<file path="src/rtl/rf_wb_arbiter_if.sv">
// Writeback arbiter bus: decode reservation, hazard query, two writeback requesters
// and the registered register-file write port.
interface rf_wb_arbiter_if #(
    parameter int unsigned XLEN = 32,
    parameter int unsigned AW   = 5
);
    logic            iss_valid;
    logic [AW-1:0]   iss_rd;
    logic            iss_ready;
    logic [AW-1:0]   rs1;
    logic [AW-1:0]   rs2;
    logic            rs1_busy;
    logic            rs2_busy;
    logic            alu_valid;
    logic [AW-1:0]   alu_rd;
    logic [XLEN-1:0] alu_data;
    logic            alu_ready;
    logic            mem_valid;
    logic [AW-1:0]   mem_rd;
    logic [XLEN-1:0] mem_data;
    logic            mem_ready;
    logic            rf_we;
    logic [AW-1:0]   rf_wa;
    logic [XLEN-1:0] rf_wd;

    modport master (
        output iss_valid, iss_rd, rs1, rs2,
        output alu_valid, alu_rd, alu_data, mem_valid, mem_rd, mem_data,
        input  iss_ready, rs1_busy, rs2_busy, alu_ready, mem_ready,
        input  rf_we, rf_wa, rf_wd
    );

    modport slave (
        input  iss_valid, iss_rd, rs1, rs2,
        input  alu_valid, alu_rd, alu_data, mem_valid, mem_rd, mem_data,
        output iss_ready, rs1_busy, rs2_busy, alu_ready, mem_ready,
        output rf_we, rf_wa, rf_wd
    );
endinterface

</file>
<file path="src/rtl/rf_wb_arbiter.sv">
// Register-file writeback arbiter with per-register busy scoreboard.
// Define RF_WB_FIXED_PRIO_EN for fixed MEM-over-ALU priority instead of round-robin.
module rf_wb_arbiter #(
    parameter int unsigned XLEN = 32,
    parameter int unsigned NREG = 32,
    parameter int unsigned AW   = 5
) (
    input  logic              clk,
    input  logic              rst_n,
    rf_wb_arbiter_if.slave    bus
);

    logic [NREG-1:0] busy_q, busy_d;
    logic            rf_we_q, rf_we_d;
    logic [AW-1:0]   rf_wa_q, rf_wa_d;
    logic [XLEN-1:0] rf_wd_q, rf_wd_d;

    logic            iss_ready;
    logic            alu_gnt;
    logic            mem_gnt;
    logic            mem_pref;

    // Scoreboard reads are raw: a same-cycle clear does not make a register ready early.
    assign iss_ready    = ~busy_q[bus.iss_rd];
    assign bus.iss_ready = iss_ready;
    assign bus.rs1_busy  = busy_q[bus.rs1];
    assign bus.rs2_busy  = busy_q[bus.rs2];

`ifdef RF_WB_FIXED_PRIO_EN
    assign mem_pref = 1'b1;
`else
    logic rr_q, rr_d;

    always_comb begin
        rr_d = rr_q;
        if (alu_gnt) begin
            rr_d = 1'b1;
        end else if (mem_gnt) begin
            rr_d = 1'b0;
        end
    end

    always_ff @(posedge clk or negedge rst_n) begin
        if (!rst_n) begin
            rr_q <= 1'b0;
        end else begin
            rr_q <= rr_d;
        end
    end

    assign mem_pref = rr_q;
`endif

    always_comb begin
        alu_gnt = bus.alu_valid & (~bus.mem_valid | ~mem_pref);
        mem_gnt = bus.mem_valid & (~bus.alu_valid | mem_pref);
    end

    assign bus.alu_ready = alu_gnt;
    assign bus.mem_ready = mem_gnt;

    always_comb begin
        busy_d = busy_q;
        if (rf_we_q) begin
            busy_d[rf_wa_q] = 1'b0;
        end
        if (bus.iss_valid && iss_ready && (bus.iss_rd != '0)) begin
            busy_d[bus.iss_rd] = 1'b1;
        end
        busy_d[0] = 1'b0;
    end

    // Writes to x0 still complete the handshake but never reach the register file.
    always_comb begin
        rf_we_d = 1'b0;
        rf_wa_d = rf_wa_q;
        rf_wd_d = rf_wd_q;
        if (alu_gnt) begin
            rf_we_d = (bus.alu_rd != '0);
            rf_wa_d = bus.alu_rd;
            rf_wd_d = bus.alu_data;
        end else if (mem_gnt) begin
            rf_we_d = (bus.mem_rd != '0);
            rf_wa_d = bus.mem_rd;
            rf_wd_d = bus.mem_data;
        end
    end

    always_ff @(posedge clk or negedge rst_n) begin
        if (!rst_n) begin
            busy_q  <= '0;
            rf_we_q <= 1'b0;
            rf_wa_q <= '0;
            rf_wd_q <= '0;
        end else begin
            busy_q  <= busy_d;
            rf_we_q <= rf_we_d;
            rf_wa_q <= rf_wa_d;
            rf_wd_q <= rf_wd_d;
        end
    end

    assign bus.rf_we = rf_we_q;
    assign bus.rf_wa = rf_wa_q;
    assign bus.rf_wd = rf_wd_q;

endmodule

</file>
<file path="src/flat_wrapper.sv">
// flat-port wrapper written by rule: the top's interface ports become plain ports
module rf_wb_arbiter_flat 
#(
    parameter int unsigned XLEN = 32,
    parameter int unsigned NREG = 32,
    parameter int unsigned AW   = 5
)
  (clk, rst_n, bus_iss_valid, bus_iss_rd, bus_rs1, bus_rs2, bus_alu_valid, bus_alu_rd, bus_alu_data, bus_mem_valid, bus_mem_rd, bus_mem_data, bus_iss_ready, bus_rs1_busy, bus_rs2_busy, bus_alu_ready, bus_mem_ready, bus_rf_we, bus_rf_wa, bus_rf_wd);
  rf_wb_arbiter_if #(.XLEN(XLEN), .AW(AW)) bus_i ();
  input  logic clk;
  input  logic rst_n;
  input wire logic [$bits(bus_i.iss_valid)-1:0] bus_iss_valid;
  input wire logic [$bits(bus_i.iss_rd)-1:0] bus_iss_rd;
  input wire logic [$bits(bus_i.rs1)-1:0] bus_rs1;
  input wire logic [$bits(bus_i.rs2)-1:0] bus_rs2;
  input wire logic [$bits(bus_i.alu_valid)-1:0] bus_alu_valid;
  input wire logic [$bits(bus_i.alu_rd)-1:0] bus_alu_rd;
  input wire logic [$bits(bus_i.alu_data)-1:0] bus_alu_data;
  input wire logic [$bits(bus_i.mem_valid)-1:0] bus_mem_valid;
  input wire logic [$bits(bus_i.mem_rd)-1:0] bus_mem_rd;
  input wire logic [$bits(bus_i.mem_data)-1:0] bus_mem_data;
  output wire logic [$bits(bus_i.iss_ready)-1:0] bus_iss_ready;
  output wire logic [$bits(bus_i.rs1_busy)-1:0] bus_rs1_busy;
  output wire logic [$bits(bus_i.rs2_busy)-1:0] bus_rs2_busy;
  output wire logic [$bits(bus_i.alu_ready)-1:0] bus_alu_ready;
  output wire logic [$bits(bus_i.mem_ready)-1:0] bus_mem_ready;
  output wire logic [$bits(bus_i.rf_we)-1:0] bus_rf_we;
  output wire logic [$bits(bus_i.rf_wa)-1:0] bus_rf_wa;
  output wire logic [$bits(bus_i.rf_wd)-1:0] bus_rf_wd;
  assign bus_i.iss_valid = bus_iss_valid;
  assign bus_i.iss_rd = bus_iss_rd;
  assign bus_i.rs1 = bus_rs1;
  assign bus_i.rs2 = bus_rs2;
  assign bus_i.alu_valid = bus_alu_valid;
  assign bus_i.alu_rd = bus_alu_rd;
  assign bus_i.alu_data = bus_alu_data;
  assign bus_i.mem_valid = bus_mem_valid;
  assign bus_i.mem_rd = bus_mem_rd;
  assign bus_i.mem_data = bus_mem_data;
  assign bus_iss_ready = bus_i.iss_ready;
  assign bus_rs1_busy = bus_i.rs1_busy;
  assign bus_rs2_busy = bus_i.rs2_busy;
  assign bus_alu_ready = bus_i.alu_ready;
  assign bus_mem_ready = bus_i.mem_ready;
  assign bus_rf_we = bus_i.rf_we;
  assign bus_rf_wa = bus_i.rf_wa;
  assign bus_rf_wd = bus_i.rf_wd;
  rf_wb_arbiter #(.XLEN(XLEN), .NREG(NREG), .AW(AW)) u_core (.clk(clk), .rst_n(rst_n), .bus(bus_i));
endmodule
</file>
<file path="config.mk">
export PLATFORM = sky130hd
export DESIGN_NAME = rf_wb_arbiter_flat
export DESIGN_NICKNAME = d
export VERILOG_FILES = /design/src/rtl/rf_wb_arbiter_if.sv /design/src/rtl/rf_wb_arbiter.sv /design/src/flat_wrapper.sv
export SDC_FILE = /design/constraint.sdc
export NUM_CORES = 1
export LEC_CHECK = 0
export ABC_AREA = 1
export CAP_MARGIN = 20
export CORE_ASPECT_RATIO = 2
export CORE_MARGIN = 5
export CORE_UTILIZATION = 47
export DETAILED_ROUTE_END_ITERATION = 8
export GPL_TIMING_DRIVEN = 0
export PLACE_DENSITY_LB_ADDON = 0.1
export SLEW_MARGIN = 20
export SYNTH_ARGS = -nofsm -noshare
export SYNTH_HDL_FRONTEND = slang
export SYNTH_SLANG_ARGS = --single-unit
</file>
<file path="constraint.sdc">
create_clock -name clk -period 1.65 [get_ports clk]
set_clock_uncertainty 0.05 [all_clocks]
set_input_delay 0.2475 -clock clk [delete_from_list [all_inputs] [get_ports clk]]
set_output_delay 0.2475 -clock clk [all_outputs]
set_load 0.02 [all_outputs]
</file>
==> metrics, run 1 <==
CP Data Arrival Time ~1.6 ns; CP Capture Type primary output; drt initial violations ~480; cell count of the worst reg-to-reg path 14; initial antenna violation count 0; final setup fails 34; count leader, synth nand2_1; Vias roughly 5200; share of the synthesized area in the top cell type 41.94%; setup tns final -5.758 ns; clock sinks 70; Slew Limit Fails 0; Die X 76.66 µm; Pwr Total 7.838 mW; slew margin rel. 68.13%; RSZ-0062 raised after global routing true; Filler cells 647; antenna-violating nets left 0; top_reg_cell synth dfrtp_1; I/O pins 137; Core Box Area about 8600 µm²; nature of the critical path startpoint input pin; Slew @ Worst Pin ~0.48 ns; failing checks negative setup slack; power per cell area roughly 1200 nW/µm²; Via density 5.993; total track usage roughly a third; largest area contributor in the synthesized netlist dfrtp_1; Worst VDD drop slightly below 1 mV; TritonCTS clock tree built; residual DRC count 0; die height approximately 140 µm; average size of a mapped cell between 7 and 8 µm²; number of buffers created by CTS 9; total congestion overflow 0; Synth area leaders dfrtp_1, nand2_1, o21ai_0; cell area after synthesis between 4000 and 5000 µm²; Clk pin slew, worst setup/hold paths ~0.06 ns; first-pass GRT wire length around 27000 µm; Antenna diodes 0; Worst-Skew Late Latency around 0.33 ns; minimum clock period approximately 1.9 ns; Async S/R FF share, synth between 90% and 100%; max frequency 521.3 MHz; setup slack at placement -1.407 ns; final hold slack 0.3062 ns; CTS H-tree lvls 3; placement row count 48; Worst Path Required 1.35 ns; worst-path fanout max 10; DP Wirelength around 13000 µm; EDFF count, synth 0; area grow syn2layout 59.44%; PnR worst setup slack -0.2684 ns; Ys Warns 0; maximum clock insertion buffer count 2; Final nets 864; most common library cells after synthesis nand2_1, dfrtp_1, nor2_1; vias in the first global route about 5200; wire length per cell 20.38 µm; share of layout cells above drive strength 1 a little over a fifth; # port buffers about 140; Total Wirelength 17830 µm; endpoints failing hold 0; placer congestion estimate roughly 1.1; Die Area approximately 11000 µm²; Final Cycle Share 116.3%; Yosys reg bits 70; Max Cap Violations 0; LEAKAGE 3.001 nW; status finished, violations left; Initial Util between 40% and 50%; post-synthesis sequential area ratio between 40% and 50%; synth unique cells 25; gate count after technology mapping 591; Clock Root Buffer clkbuf_16; TritonRoute pass-1 iters 6; Syn Nets approximately 690; Tightest Hold Check Type in2async; kind of critical path in2out; largest net degree at the start of global routing 50
-- layout make-up --
class / instances / area (µm²) / area share, %
plain buffers: 25 / 214.0 / 3.213
clock inverters: 6 / 62.56 / 0.9395
repair buffers: 169 / 1657 / 24.88
inverters: 67 / 259.0 / 3.890
flip-flops and latches: 70 / 1752 / 26.31
clock buffers: 10 / 229.0 / 3.439
well taps: 100 / 125.1 / 1.879
repair inverters: 1 / 7.507 / 0.1127
multi-input cells: 427 / 2354 / 35.34
-- metal layers --
metal | track usage (%) | vias up | wire length [µm]
met3 | 9.034 | 115 | 1539
li1 | - | 2361 | -
met2 | 57.23 | 368 | 9435
met4 | 26.64 | 0 | 1371
met1 | 28.47 | 2400 | 5482
met5 | 0 | - | 0
-- path summary, 6_finish.rpt --
path	startpoint	to	slack [ns]
worst min register to register	u_core.bus.rf_wd[1]$_DFFE_PN0P_	u_core.bus.rf_wd[1]$_DFFE_PN0P_	0.49
min in group clk	bus_iss_rd[3]	u_core.busy_q[2]$_DFF_PN0_	0.35
worst min-delay path	rst_n	u_core.bus.rf_wd[22]$_DFFE_PN0P_	0.31
worst max-delay path	bus_rs1[0]	bus_rs1_busy	-0.27
worst max register to register	u_core.busy_q[11]$_DFF_PN0_	u_core.busy_q[24]$_DFF_PN0_	-0.20
max in group asynchronous	rst_n	u_core.bus.rf_wd[14]$_DFFE_PN0P_	0.69
-- worst max-delay path, stage by stage --
cell             delay [ns]
clkdlybuf4s15_2        0.27
inv_2                  0.10
clkbuf_4               0.23
nor2_1                 0.06
o221ai_1               0.28
nand3_1                0.11
nand2_1                0.07
nand2_1                0.05
nand2_1                0.08
buf_6                  0.12
-- repair_timing --
action / CTS / global route
setup buffers: 18 / 11
hold buffers: 1 / 0
hold endpoints to repair: 21 / 0
pin swaps: 26 / 26
gates resized for setup: 153 / 49
setup endpoints to repair: 79 / 74
gates cloned: 4 / 0
-- registers in the layout (all words and copies together), names as in the netlist --
register and count:
u_core.busy_q 31, u_core.mem_pref 1, u_core.bus.rf_wd 32, u_core.bus.rf_we 1, u_core.bus.rf_wa 5
-- power breakdown --
group | internal (mW) | leakage, nW | total (mW) | switching, mW
Clock | 1.16 | 0.134 | 1.91 | 0.746
Combinational | 1.37 | 2.04 | 3.07 | 1.70
Sequential | 2.26 | 0.822 | 2.86 | 0.597
Total | 4.79 | 3.00 | 7.84 | 3.04
-- logic make-up (layout without fill, tap and decap cells) --
| logic type | after synthesis | after routing | synth area share (%) |
|---|---|---|---|
| DFF | 70 | 70 | 41.94 |
| AOI/OAI and AO/OA | 161 | 161 | 21.51 |
| buffers and inverters | 94 | 278 | 9.586 |
| and+or+nand+nor | 266 | 266 | 26.96 |
-- placed cells by master, fill, tap and decap left out, types with 7 or more instances in the layout --
cell             synthesis  routed
buf_4                    2      32
buf_6                    5       9
clkbuf_16                0       9
clkdlybuf4s50_1          0     111
dfrtp_1                 70      70
dlygate4sd2_1            0       9
inv_1                   53      50
inv_2                   14      14
nand2_1                133     126
nand2_2                  1       7
nand3_1                 55      23
nand3_2                  0      30
nor2_1                  64      62
nor3_4                   0       8
o21ai_0                 62      55
o21ai_1                 45      51
o221ai_2                 0       7
o22ai_1                 32      32
-- per-stage QoR --
step                utilization, %  area [µm²]  instances
floorplan                        -        4177        591
finish                       77.00        6659        875
global route                 77.00        6659        875
detailed placement           65.65        5678        827
global placement             65.36        5653        826
CTS                          75.16        6500        866
Note: power is estimated with default switching activity, not from simulation.
==> inputs of run 2 (changes only) <==
CORE_ASPECT_RATIO = not set   (was 2)
CORE_MARGIN = 1.5   (was 5)
==> run 2 against run 1 <==
The run still ends with negative setup slack left. Sequential share of layout area grew 1.3 points. Die area shrank 14%. Register-to-register slack lost 0.05 ns. Non-clock buffer count shrank 14. Critical path depth shrank 1. Hold slack lost 0.015 ns. Count of clock-buffer cells in the layout grew 3. Maximum frequency shrank 0.75%. Via count shrank 7.3%. Wire length shrank 17%. Sequential cell count is the same. Worst setup slack lost 0.014 ns. Largest cell class unchanged. Largest power group is now registers.
==> metrics, run 2 (synthesis gave the netlist of run 1 again) <==
residual DRC count 0; clock sinks 70; first-pass GRT wire length between 20000 and 25000 µm; Slew Limit Fails 0; maximum clock insertion buffer count 2; Clock Root Buffer clkbuf_8; I/O pins approximately 140; max frequency between 500 and 600 MHz; CP Cell Sequence clkdlybuf4s15_2 > inv_2 > nor3_2 > nand2_1 > nand2_1 > nor2_2 > nand2_2 > inv_2 > buf_6; Core Util, Final between 70% and 80%; setup tns final -6.075 ns; WL met2 between 7000 and 8000 µm; PnR worst setup slack -0.2829 ns; Tightest Hold Check Type in2async; placed cells approximately 840; Vias ~5000; Filler cells between 600 and 700; Final Cycle Share 117.1%; WL met3 1478 µm; reg-to-reg startpoint u_core.busy_q[15]$_DFF_PN0_; area of placed instances about 5700 µm²; failing checks negative setup slack; Pwr Total between 6 and 7 mW; area grow syn2layout 51.71%; top sig layer met4; CP Capture Type primary output; initial antenna violation count 0; power per cell area 1080 nW/µm²; vias in the first global route between 4000 and 5000; Slew @ Worst Pin between 0.5 and 0.6 ns; status finished, violations left; cell count of the worst reg-to-reg path 14; max reg flops 32; final setup fails 34; Die X 97.27 µm; drt initial violations around 260; multi-input logic area between 2000 and 2500 µm²; endpoints failing hold 0; Total Wirelength ~15000 µm; placer congestion estimate 1.042; Initial Util 48.13%; Reg area between 1500 and 2000 µm²; largest net degree at the start of global routing 47; Die Area roughly 9500 µm²; slowest cell on the critical path nor3_2; CP Data Arrival Time roughly 1.6 ns; Clk pin slew, worst setup/hold paths roughly 0.070 ns; most frequent cells in the layout nand2_1, clkdlybuf4s50_1, dfrtp_1; worst-path fanout max 5; RSZ-0062 raised after global routing true; Worst-Skew Late Latency ~0.35 ns; # port buffers 135; TritonRoute pass-1 iters 5; total track usage between 30 and 40%; setup slack at placement -1.251 ns; Core Box Area about 8700 µm²; placement row count 34; wire length per cell around 17 µm; die height between 90 and 100 µm; DP Wirelength roughly 11000 µm; number of buffers created by CTS 9; Final nets around 850; commonest non-fill, non-tap cell in the layout nand2_1; CP max stage delay ~0.40 ns; Worst Path Required between 1 and 1.5 ns; Final Instance Area between 6000 and 7000 µm²; LEAKAGE roughly 3.0 nW; nature of the critical path startpoint input pin; Met1 Wirelength 5493 µm; final hold slack between 0.2 and 0.3 ns; TritonCTS clock tree built; antenna-violating nets left 0; kind of critical path in2out; slew margin rel. between 60 and 70%; Critical R2R Capture u_core.busy_q[11]$_DFF_PN0_; Via density approximately 5.6; non-filler cells, final slightly below 900; share of layout cells above drive strength 1 ~17%; Worst VDD drop roughly 0.48 mV; Antenna diodes 0; total congestion overflow 0; Max Cap Violations 0; R2R Setup Slk -0.25 ns; CTS H-tree lvls 3; minimum clock period ~1.9 ns
[run 2: changes by cell type in the layout (fill, tap and decap cells not counted), sizes merged]
cell and delta:
clkdlybuf4s50 -20, dlymetal6s2s +19, buf -14, dlygate4sd2 +3, clkbuf +2, clkinvlp -2
bufinv -1, clkdlybuf4s18 -1, clkinv -1
[run 2: where the power goes]
group	switching (mW)	internal, mW
sequential	0.624	2.26
clock	0.602	0.651
combinational	1.50	1.21
total	2.73	4.12
[run 2: what timing repair did]
action	4_1_cts	5_1_grt
cloned	2	3
gates resized for setup	96	92
setup endpoints to repair	81	86
buffers inserted	7	6
pin swaps	17	15
hold endpoints to repair	24	0
hold buffers	1	0
[run 2: worst max-delay path by stage]
stage | slack [ns] | depth (start not counted) | to | startpoint
floorplan | 0.08 | 7 | u_core.bus.rf_wd[28]$_DFFE_PN0P_ | bus_mem_valid
global placement | -2.04 | 1 | u_core.busy_q[23]$_DFF_PN0_ | rst_n
detailed placement | -1.25 | 10 | bus_rs2_busy | bus_rs2[0]
CTS | -0.19 | 9 | bus_rs1_busy | u_core.busy_q[25]$_DFF_PN0_
global route | -0.38 | 14 | u_core.busy_q[12]$_DFF_PN0_ | u_core.busy_q[15]$_DFF_PN0_
finish | -0.28 | 9 | bus_iss_ready | bus_iss_rd[2]
[run 2: critical path, delay by kind of cell]
kind,cells,cell delay [ns]
and+or+nand+nor,5,0.79
buffers and inverters,4,0.60
[run 2: metal layers]
metal	vias up	track usage (%)
li1	2323	-
met1	2233	33.30
met2	261	51.43
met3	45	10.94
met4	0	15.05
met5	-	0
[run 2: area by class of cell]
cell class	count	share of cell area, %
Buffer	27	3.416
Clock buffer	13	2.666
Clock inverter	1	0.07899
Inverter	67	4.009
Multi-Input combinational cell	427	35.15
Sequential cell	70	27.65
Tap cell	108	2.133
Timing Repair Buffer	153	24.70
Timing Repair inverter	2	0.1975
